[config.mk]
export PLATFORM = sky130hd
export DESIGN_NAME = player_motion
export DESIGN_NICKNAME = d
export VERILOG_FILES = /design/src/rtl/player_motion.sv
export SDC_FILE = /design/constraint.sdc
export NUM_CORES = 1
export LEC_CHECK = 0
export CAP_MARGIN = 40
export CORE_ASPECT_RATIO = 1.1
export CORE_MARGIN = 2
export CORE_UTILIZATION = 60
export CTS_CLUSTER_SIZE = 30
export DETAILED_ROUTE_END_ITERATION = 10
export PLACE_DENSITY = 0.84
export SETUP_SLACK_MARGIN = 0.3
export SYNTH_ARGS = -nofsm -noshare
export SYNTH_HDL_FRONTEND = slang
export SYNTH_SLANG_ARGS = --single-unit
[constraint.sdc]
create_clock -name clk -period 5.5 [get_ports clk]
set_input_delay 1.375 -clock clk [delete_from_list [all_inputs] [get_ports clk]]
set_output_delay 1.375 -clock clk [all_outputs]
set_load 0.03 [all_outputs]
[src/rtl/player_motion.sv]
// ---------------------------------------------------------------------------
// player_motion
//
// Generates the player's top-left position for the video controller. Raw
// buttons are synchronised and debounced, the start of each vertical sync
// pulse produces a one-cycle frame tick, and on every tick a slow/fast
// acceleration state machine moves the player. The position is clamped to
// the visible area. Because updates happen only once per frame, inside
// vertical blanking, the position never changes while a frame is drawn.
//
// Ports:
//   clk              in   system clock, single domain
//   rst              in   synchronous active-high reset
//   btns[3:0]        in   raw buttons (async): [0]=up [1]=down [2]=left [3]=right
//   VS               in   vertical sync, active-low
//   player_hStartPos out  player left edge (registered)
//   player_vStartPos out  player top edge (registered)
//   frame_tick       out  one-cycle pulse at each VS falling edge
//   moving           out  high while the motion state is not IDLE
// ---------------------------------------------------------------------------
module player_motion #(
    parameter int H_ACTIVE        = 640,
    parameter int V_ACTIVE        = 480,
    parameter int OBJ_W           = 20,
    parameter int OBJ_H           = 20,
    parameter int H_INIT          = 310,
    parameter int V_INIT          = 230,
    parameter int STEP_SLOW       = 1,
    parameter int STEP_FAST       = 4,
    parameter int FAST_AFTER      = 30,
    parameter int DEBOUNCE_CYCLES = 1000000
) (
    input  logic        clk,
    input  logic        rst,
    input  logic [3:0]  btns,
    input  logic        VS,
    output logic [31:0] player_hStartPos,
    output logic [31:0] player_vStartPos,
    output logic        frame_tick,
    output logic        moving
);

    // The debounce counter never needs to hold more than DEBOUNCE_CYCLES-1.
    localparam int DB_W = (DEBOUNCE_CYCLES > 2) ? $clog2(DEBOUNCE_CYCLES) : 1;
    localparam logic [DB_W-1:0] DB_LAST = DB_W'(DEBOUNCE_CYCLES - 1);

    // hold_cnt saturates at FAST_AFTER; beyond that value it carries no information.
    localparam int HOLD_W = (FAST_AFTER > 1) ? $clog2(FAST_AFTER + 1) : 1;
    localparam logic [HOLD_W-1:0] HOLD_SAT = HOLD_W'(FAST_AFTER);

    localparam logic [31:0] LIMIT_H = 32'(H_ACTIVE - OBJ_W);
    localparam logic [31:0] LIMIT_V = 32'(V_ACTIVE - OBJ_H);
    localparam logic [31:0] SLOW_STEP = 32'(STEP_SLOW);
    localparam logic [31:0] FAST_STEP = 32'(STEP_FAST);

    typedef enum logic [1:0] {
        IDLE = 2'd0,
        SLOW = 2'd1,
        FAST = 2'd2
    } state_t;

    logic [3:0]      btn_s1;
    logic [3:0]      btn_s2;
    logic [3:0]      btn_db;
    logic [DB_W-1:0] db_cnt [4];
    logic            vs_s1;
    logic            vs_s2;
    logic            vs_s3;

    state_t          state;
    state_t          next_state;
    logic [HOLD_W-1:0] hold_cnt;
    logic [HOLD_W-1:0] next_hold;
    logic [31:0]     step;
    logic [31:0]     next_h;
    logic [31:0]     next_v;

    logic            move_up;
    logic            move_down;
    logic            move_left;
    logic            move_right;
    logic            dir_active;

    // Two-flop synchronisers for the buttons and VS; the third VS flop holds
    // the previous synced value so the falling edge can be detected. VS idles
    // high, so its flops reset to 1 to avoid a spurious tick after reset.
    always_ff @(posedge clk) begin
        if (rst) begin
            btn_s1 <= 4'b0000;
            btn_s2 <= 4'b0000;
            vs_s1  <= 1'b1;
            vs_s2  <= 1'b1;
            vs_s3  <= 1'b1;
        end else begin
            btn_s1 <= btns;
            btn_s2 <= btn_s1;
            vs_s1  <= VS;
            vs_s2  <= vs_s1;
            vs_s3  <= vs_s2;
        end
    end

    // Per-button debounce: the counter only runs while the synced level
    // disagrees with the accepted level, so any return to the accepted level
    // (a bounce) restarts the wait. A new level is accepted once it has
    // disagreed for DEBOUNCE_CYCLES consecutive cycles.
    always_ff @(posedge clk) begin
        if (rst) begin
            btn_db <= 4'b0000;
            for (int i = 0; i < 4; i++) begin
                db_cnt[i] <= '0;
            end
        end else begin
            for (int i = 0; i < 4; i++) begin
                if (btn_s2[i] == btn_db[i]) begin
                    db_cnt[i] <= '0;
                end else if (db_cnt[i] == DB_LAST) begin
                    btn_db[i] <= btn_s2[i];
                    db_cnt[i] <= '0;
                end else begin
                    db_cnt[i] <= db_cnt[i] + 1'b1;
                end
            end
        end
    end

    // Frame tick marks the start of the sync pulse (synced VS going 1 -> 0).
    always_ff @(posedge clk) begin
        if (rst) begin
            frame_tick <= 1'b0;
        end else begin
            frame_tick <= vs_s3 & ~vs_s2;
        end
    end

    // Opposing buttons on one axis cancel each other.
    always_comb begin
        move_up    = btn_db[0] & ~btn_db[1];
        move_down  = btn_db[1] & ~btn_db[0];
        move_left  = btn_db[2] & ~btn_db[3];
        move_right = btn_db[3] & ~btn_db[2];
        dir_active = move_up | move_down | move_left | move_right;
    end

    function automatic logic [31:0] dec_pos(input logic [31:0] pos, input logic [31:0] amt);
        return (pos < amt) ? 32'd0 : (pos - amt);
    endfunction

    // The sum is formed one bit wider so a huge position cannot wrap past the limit.
    function automatic logic [31:0] inc_pos(input logic [31:0] pos, input logic [31:0] amt,
                                            input logic [31:0] limit);
        logic [32:0] sum;
        sum = {1'b0, pos} + {1'b0, amt};
        return (sum > {1'b0, limit}) ? limit : sum[31:0];
    endfunction

    // Acceleration state machine and next position. Evaluated every cycle but
    // only committed on frame_tick.
    always_comb begin
        next_state = state;
        next_hold  = hold_cnt;
        step       = SLOW_STEP;
        next_h     = player_hStartPos;
        next_v     = player_vStartPos;

        if (!dir_active) begin
            next_state = IDLE;
            next_hold  = '0;
        end else begin
            case (state)
                IDLE: begin
                    next_state = SLOW;
                    next_hold  = HOLD_W'(1);
                    step       = SLOW_STEP;
                end
                SLOW: begin
                    next_hold = (hold_cnt == HOLD_SAT) ? hold_cnt : hold_cnt + 1'b1;
                    if (next_hold >= HOLD_SAT) begin
                        next_state = FAST;
                        step       = FAST_STEP;
                    end else begin
                        next_state = SLOW;
                        step       = SLOW_STEP;
                    end
                end
                FAST: begin
                    next_hold  = (hold_cnt == HOLD_SAT) ? hold_cnt : hold_cnt + 1'b1;
                    next_state = FAST;
                    step       = FAST_STEP;
                end
                default: begin
                    next_state = IDLE;
                    next_hold  = '0;
                end
            endcase

            if (move_left) begin
                next_h = dec_pos(player_hStartPos, step);
            end else if (move_right) begin
                next_h = inc_pos(player_hStartPos, step, LIMIT_H);
            end

            if (move_up) begin
                next_v = dec_pos(player_vStartPos, step);
            end else if (move_down) begin
                next_v = inc_pos(player_vStartPos, step, LIMIT_V);
            end
        end
    end

    // State, position and moving all advance together on the edge that ends
    // the frame_tick pulse; reset on that same edge wins and drops the move.
    always_ff @(posedge clk) begin
        if (rst) begin
            state            <= IDLE;
            hold_cnt         <= '0;
            player_hStartPos <= 32'(H_INIT);
            player_vStartPos <= 32'(V_INIT);
            moving           <= 1'b0;
        end else if (frame_tick) begin
            state            <= next_state;
            hold_cnt         <= next_hold;
            player_hStartPos <= next_h;
            player_vStartPos <= next_v;
            moving           <= (next_state != IDLE);
        end
    end

endmodule

# After elaboration in Yosys (flattened, before gate mapping)
# Memories as Yosys holds them, arrays and structs flattened.
# Cells that the tools add are included.
dict set report op_classes {
  n_addsub 9
  n_mul 0
  div 0
  n_lt_le_gt_ge 5
  eq_ne 11
  shift 0
  muxes 75
  bitwise 29
  n_reduce_logical 11
}
# cell n
set op_table {}
lappend op_table {{2-to-1 mux 32 bit} 9}
lappend op_table {{2-to-1 mux 20 bit} 12}
lappend op_table {{adder 20 x 1 -> 20 bit (second input constant)} 4}
lappend op_table {{== test 20 bit (second input constant)} 4}
lappend op_table {{adder 32 x 32 -> 33 bit} 2}
lappend op_table {{less-than comparator 32 bit} 2}
lappend op_table {{subtractor 32 bit} 2}
lappend op_table {{2-to-1 mux 1 bit} 46}
lappend op_table {{> comparator 33 x 10 -> 1 bit (second input constant)} 1}
lappend op_table {{> comparator 33 x 9 -> 1 bit (second input constant)} 1}
lappend op_table {{OR 1 bit} 15}
lappend op_table {{2-to-1 mux 5 bit} 2}
lappend op_table {{case mux 5 bit (2 select lines)} 1}
lappend op_table {{inverter 1 bit} 9}
lappend op_table {{AND reduction 2 bit} 4}
lappend op_table {{case mux 2 bit (3 select lines)} 1}
lappend op_table {{case mux 3 bit (2 select lines)} 1}
lappend op_table {{AND reduction 3 bit} 2}
lappend op_table {{nonzero test 2 bit} 3}
lappend op_table {{adder 5 x 1 -> 5 bit (second input constant)} 1}
lappend op_table {{AND 1 bit} 5}
lappend op_table {{== test 5 bit (second input constant)} 1}
lappend op_table {{greater-or-equal comparator 5 bit (second input constant)} 1}
lappend op_table {{== test 1 bit} 4}
lappend op_table {{6 further kinds} 7}
dict set report word_totals {
  ff_bits 88
  latchBits 0
  ram_bits 80
  romBits 0
  input_bits 7
  output_inout_bits 66
  mem_count 1
}
# memory depth width rd rd_clocked_by_memory_dff wr line_no
set mem_list {}
lappend mem_list {db_cnt 4 20 4 0 4 65} ;# logic [DB_W-1:0] db_cnt [4];

# Depth between registers and ports, before layout
dict set report logic_depth {
  word_depth 11
  mapped_depth 19
  depth_no_buf 17
}

# Worst setup path after synthesis
# OpenSTA, ideal clock, no wires.
dict set report synth_path {
  kind {register to register}
  from {reg hold_cnt[0]}
  to {reg player_vStartPos[6]}
  setup_ns 0.120
  arrival_ns 3.659
  t_required_ns 5.380
  path_slack_ns 1.721
  stages_incl_launch_ff 19
  synth_period_minus_slack_ns 3.779
  path_cell_list {dfxtp_1 -> inv_1 -> ha_1 -> a21boi_0 -> a41oi_1 -> nand3_1 -> inv_1 -> a21oi_1 -> nand2b_1 -> inv_1 -> ha_1 -> clkbuf_1 -> o211ai_1 -> nor4b_1 -> o22ai_1 -> or4b_1 -> and4bb_1 -> a41oi_1 -> a211o_1}
}
dict set report synth_between {
  elab_chain_len 11
}
# item line_no
set synth_rtl {}
lappend synth_rtl {{from (decl)} 72} ;# logic [HOLD_W-1:0] hold_cnt;
lappend synth_rtl {{from (signal assigned)} 222} ;# hold_cnt <= next_hold;
lappend synth_rtl {{adder 5 x 1 -> 5 bit or == test 5 bit (tied branches)} 177} ;# next_hold = (hold_cnt == HOLD_SAT) ? hold_cnt : hold_cnt + 1'b1;
lappend synth_rtl {{2-to-1 mux 5 bit *} n/a}
lappend synth_rtl {{greater-or-equal comparator 5 bit *} 178} ;# if (next_hold >= HOLD_SAT) begin
lappend synth_rtl {{2-to-1 mux 3 bit *} 178}
lappend synth_rtl {{case mux 3 bit (2 select lines) *} 170} ;# case (state)
lappend synth_rtl {{2-to-1 mux 32 bit *} 166} ;# if (!dir_active) begin
lappend synth_rtl {{adder 32 x 32 -> 33 bit} 153} ;# sum = {1'b0, pos} + {1'b0, amt};
lappend synth_rtl {{> comparator 33 x 9 -> 1 bit} 154} ;# return (sum > {1'b0, limit}) ? limit : sum[31:0];
lappend synth_rtl {{2-to-1 mux 32 bit} 154}
lappend synth_rtl {{2-to-1 mux 32 bit} 205} ;# end else if (move_down) begin
lappend synth_rtl {{2-to-1 mux 32 bit *} 203} ;# if (move_up) begin
lappend synth_rtl {{to (signal assigned)} 218} ;# player_vStartPos <= 32'(V_INIT);
lappend synth_rtl {{to (signal assigned)} 224} ;# player_vStartPos <= next_v;
lappend synth_rtl {{to (decl)} 38} ;# output logic [31:0] player_vStartPos,
# Mark *: on every way between the ends. The rest lies on a longest branch, timed or not. The select of a mux whose other input is x is not followed.
# A chain may end at the register's enable or synchronous reset.

# Final worst setup path
# Same ends and word-level chain as after synthesis.

==> flow_summary_export.csv <==
group,metric,value,unit
power_and_ir_drop,finalPower,2690,µW
clock_network,htree_levels,4,
routing,avgViaCountPerCell,5.96,
sta,finalCritPeriodShare,80.6,%
power_and_ir_drop,p_leak,0.00427,µW
final_layout,final_util,70.1,%
global_route,grt_busiest_layer,"met2",
critical_path,critPathKind,"register to register",
global_route,grt_util_met2,45.3,%
routing,vias,9613,
floorplanning,die_w,131,µm
final_layout,final_nets,1395,
global_route,grt_pass1_wl,41.8,mm
sta,rsz0062_at_grt,"no",
global_route,overflow,0,
critical_path,crit_path_end_kind,"register",
synth,avgSynthCellArea,8.46,µm²
synth,yosys.area_share.simple,30.0,%
routing,route.detailed.drc,0,
critical_path,cp.arrival,4760,ps
synth,synthFlopType,"dfxtp_1",
sta,timing_hold_violations_final,0,
global_route,grt_max_degree,50,
global_route,use_met1,34.2,%
final_layout,multi_input_area,6380,µm²
routing,wire_per_inst,15.6,µm
global_route,first_global_vias,8973,
sta,relSlewSlack,52.3,%
synth,synth_top_family_by_area,"simple AND/OR/NAND/NOR gates",
sta,setup_violations,0,
hold_path,hold_path_class,"register to register",
power_and_ir_drop,p_per_area,218,nW/µm²
synth,synth_xor_area_share,9.07,%
placed_design,port_buffers,72,
sta,worstMarginPinSlew,711,ps
run,maxCapViolations,0,
global_route,antenna_found_initial,0,
synth,synth-seq-area-share,38.9,%
synth,synth_compound_area_share,13.3,%
global_route,met3_usage,3.79,%
placed_design,place_congestion,0.954,
clock_network,post_cts_buffers,0,
floorplanning,die_h,144,µm
synth,synth_adder_area_share,2.92,%
final_layout,area_growth,15.2,%
clock_network,post_cts_resized,0,
clock_network,cts-buffers-inserted,17,
final_layout,n_antenna_cell,0,
floorplanning,placementRows,51,
routing,first_pass_iters,6,
routing,drtIter0Drc,1039,
synth,syn_inst,1266,
final_layout,seqCellArea,4160,µm²
clock_network,cts_tree,"built",
synth,synth-edff-count,80,
sta,drv_slew,0,
floorplanning,ioPinCount,73,
clock_network,hold_buffers,0,
sta,tns,0,ps
clock_network,clk-insertion-delay-late,440,ps
synth,synthMuxAreaShare,1.44,%
routing,ant_nets,0,
floorplanning,coreArea,17600,µm²
synth,synth.cell_area,10700,µm²
placed_design,hpwl,17.8,mm
synth,ys_seq_elements,168,
routing,drt_wl_total,25.2,mm
clock_network,clkSinkCount,168,
final_layout,fillCellCount,1438,
clock_network,clk_pin_slew,70,ps
sta,clock.fmax,226,MHz
critical_path,path_max_fanout,7,
clock_network,clockBufferDepth,2,
sta,fin_crit,4430,ps
power_and_ir_drop,max-vdd-ir-drop,255,µV
synth,async_flop_share,0,%
critical_path,cp_data_required_time,5830,ps
sta,skew,13.7,ps
floorplanning,die_area,18900,µm²
synth,synthDistinctLibCells,90,
final_layout,drive_above_1_share,5.52,%
floorplanning,start_util,60.8,%
synth,yosys_warnings,0,
critical_path,critPathLaunchType,"register",
global_route,track_usage,26.6,%
clock_network,ctsRootBufferMaster,"clkbuf_16",
outcome,outcome,"completed",
[critical path: stages (launching register included)]
cell,delay (ps)
dfxtp_1,390
inv_1,80
ha_1,230
a21boi_0,230
a41oi_1,200
nand3_1,180
inv_1,60
a21oi_1,160
nand2b_1,180
ha_1,310
and3b_1,390
o21ai_2,160
nor3_1,280
o211ai_1,160
or4b_1,520
and4bb_1,360
a41oi_1,150
a211o_1,280
[report_power, final]
part / switching [µW] / internal (µW) / total [µW]
sequential: 31.3 / 1340 / 1370
clock: 496 / 748 / 1240
combinational: 46.2 / 28.9 / 75.1
[flip-flops by register name (all words and copies together) (netlist names)]
name	count
btn_db	4
frame_tick	1
vs_s1	1
vs_s2	1
db_cnt	80
btn_s2	4
state	2
btn_s1	4
player_hStartPos	32
vs_s3	1
hold_cnt	5
player_vStartPos	32
moving	1
[routing by layer]
layer | vias up | share of wire [%]
li1 | 4686 | -
met1 | 4525 | 44
met2 | 344 | 48
met3 | 58 | 5.5
met4 | 0 | 2.5
met5 | - | 0
[layout by cell type, fill, tap and decap left out, drive strengths merged, types with 7 or more instances in the layout]
cell	netlist	routed
conb	1	80
or4	12	12
nand2b	14	14
nor2b	16	16
and2	9	9
buf	27	7
xnor2	61	61
or3	26	26
edfxtp	80	80
dfxtp	88	88
inv	34	36
and3	32	32
a21oi	53	53
o2111ai	7	7
a22oi	8	8
and4	10	10
clkdlybuf4s50	0	71
or2	10	10
nor4	31	31
a31oi	13	13
nor4b	7	7
o21ai	65	65
nand2	89	89
nand4	23	23
nor2	200	200
clkbuf	52	23
nor3	59	59
ha	25	25
mux2i	12	12
xor2	50	50
nand3	57	57
[kinds of logic after synthesis]
family | Yosys count
other cells | 1
mux | 15
simple gates | 618
buf+inv | 113
compound gates | 215
fa+ha+maj | 25
flops | 168
xor+xnor | 111
[Yosys cell counts, drive strengths merged, types with 23 or more instances]
cell type | count | area share, %
nand2 | 89 | 3.1
o21ai | 65 | 3.1
inv | 34 | 1.2
nand4 | 23 | 1.3
nor2 | 200 | 7.0
edfxtp | 80 | 22
clkbuf | 52 | 1.8
nor4 | 31 | 2.4
or3 | 26 | 1.5
and3 | 32 | 1.9
ha | 25 | 2.9
dfxtp | 88 | 16
nand3 | 57 | 2.7
buf | 27 | 1.4
xor2 | 50 | 4.1
nor3 | 59 | 2.9
xnor2 | 61 | 5.0
a21oi | 53 | 2.5
[stage by stage]
| stage | area [µm²] | hold slack [ps] | setup slack [ps] | cells |
|---|---|---|---|---|
| floorplan | 11000 | 389 | 1720 | 1345 |
| global placement | 11700 | 396 | 1320 | 1582 |
| detailed placement | 11700 | 402 | 1150 | 1582 |
| CTS | 12300 | 424 | 1120 | 1614 |
| global route | 12300 | 433 | 721 | 1614 |
| finish | 12300 | 418 | 1070 | 1614 |
[worst paths after layout]
check | end | startpoint | depth (start not counted) | slack, ps
max | player_vStartPos[6] | hold_cnt[0] | 17 | 1070
min | vs_s2 | vs_s1 | 1 | 420
min reg2reg | vs_s2 | vs_s1 | 1 | 420
max reg2reg | player_vStartPos[6] | hold_cnt[0] | 17 | 1070
[layout make-up]
type | count | area share [%]
Multi-Input combinational cell | 1064 | 51.7
Inverter | 34 | 1.03
Tap cell | 238 | 2.41
Clock buffer | 23 | 4.13
Timing Repair Buffer | 78 | 6.16
Clock inverter | 9 | 0.882
Sequential cell | 168 | 33.7
(Power assumes the default switching activity.)
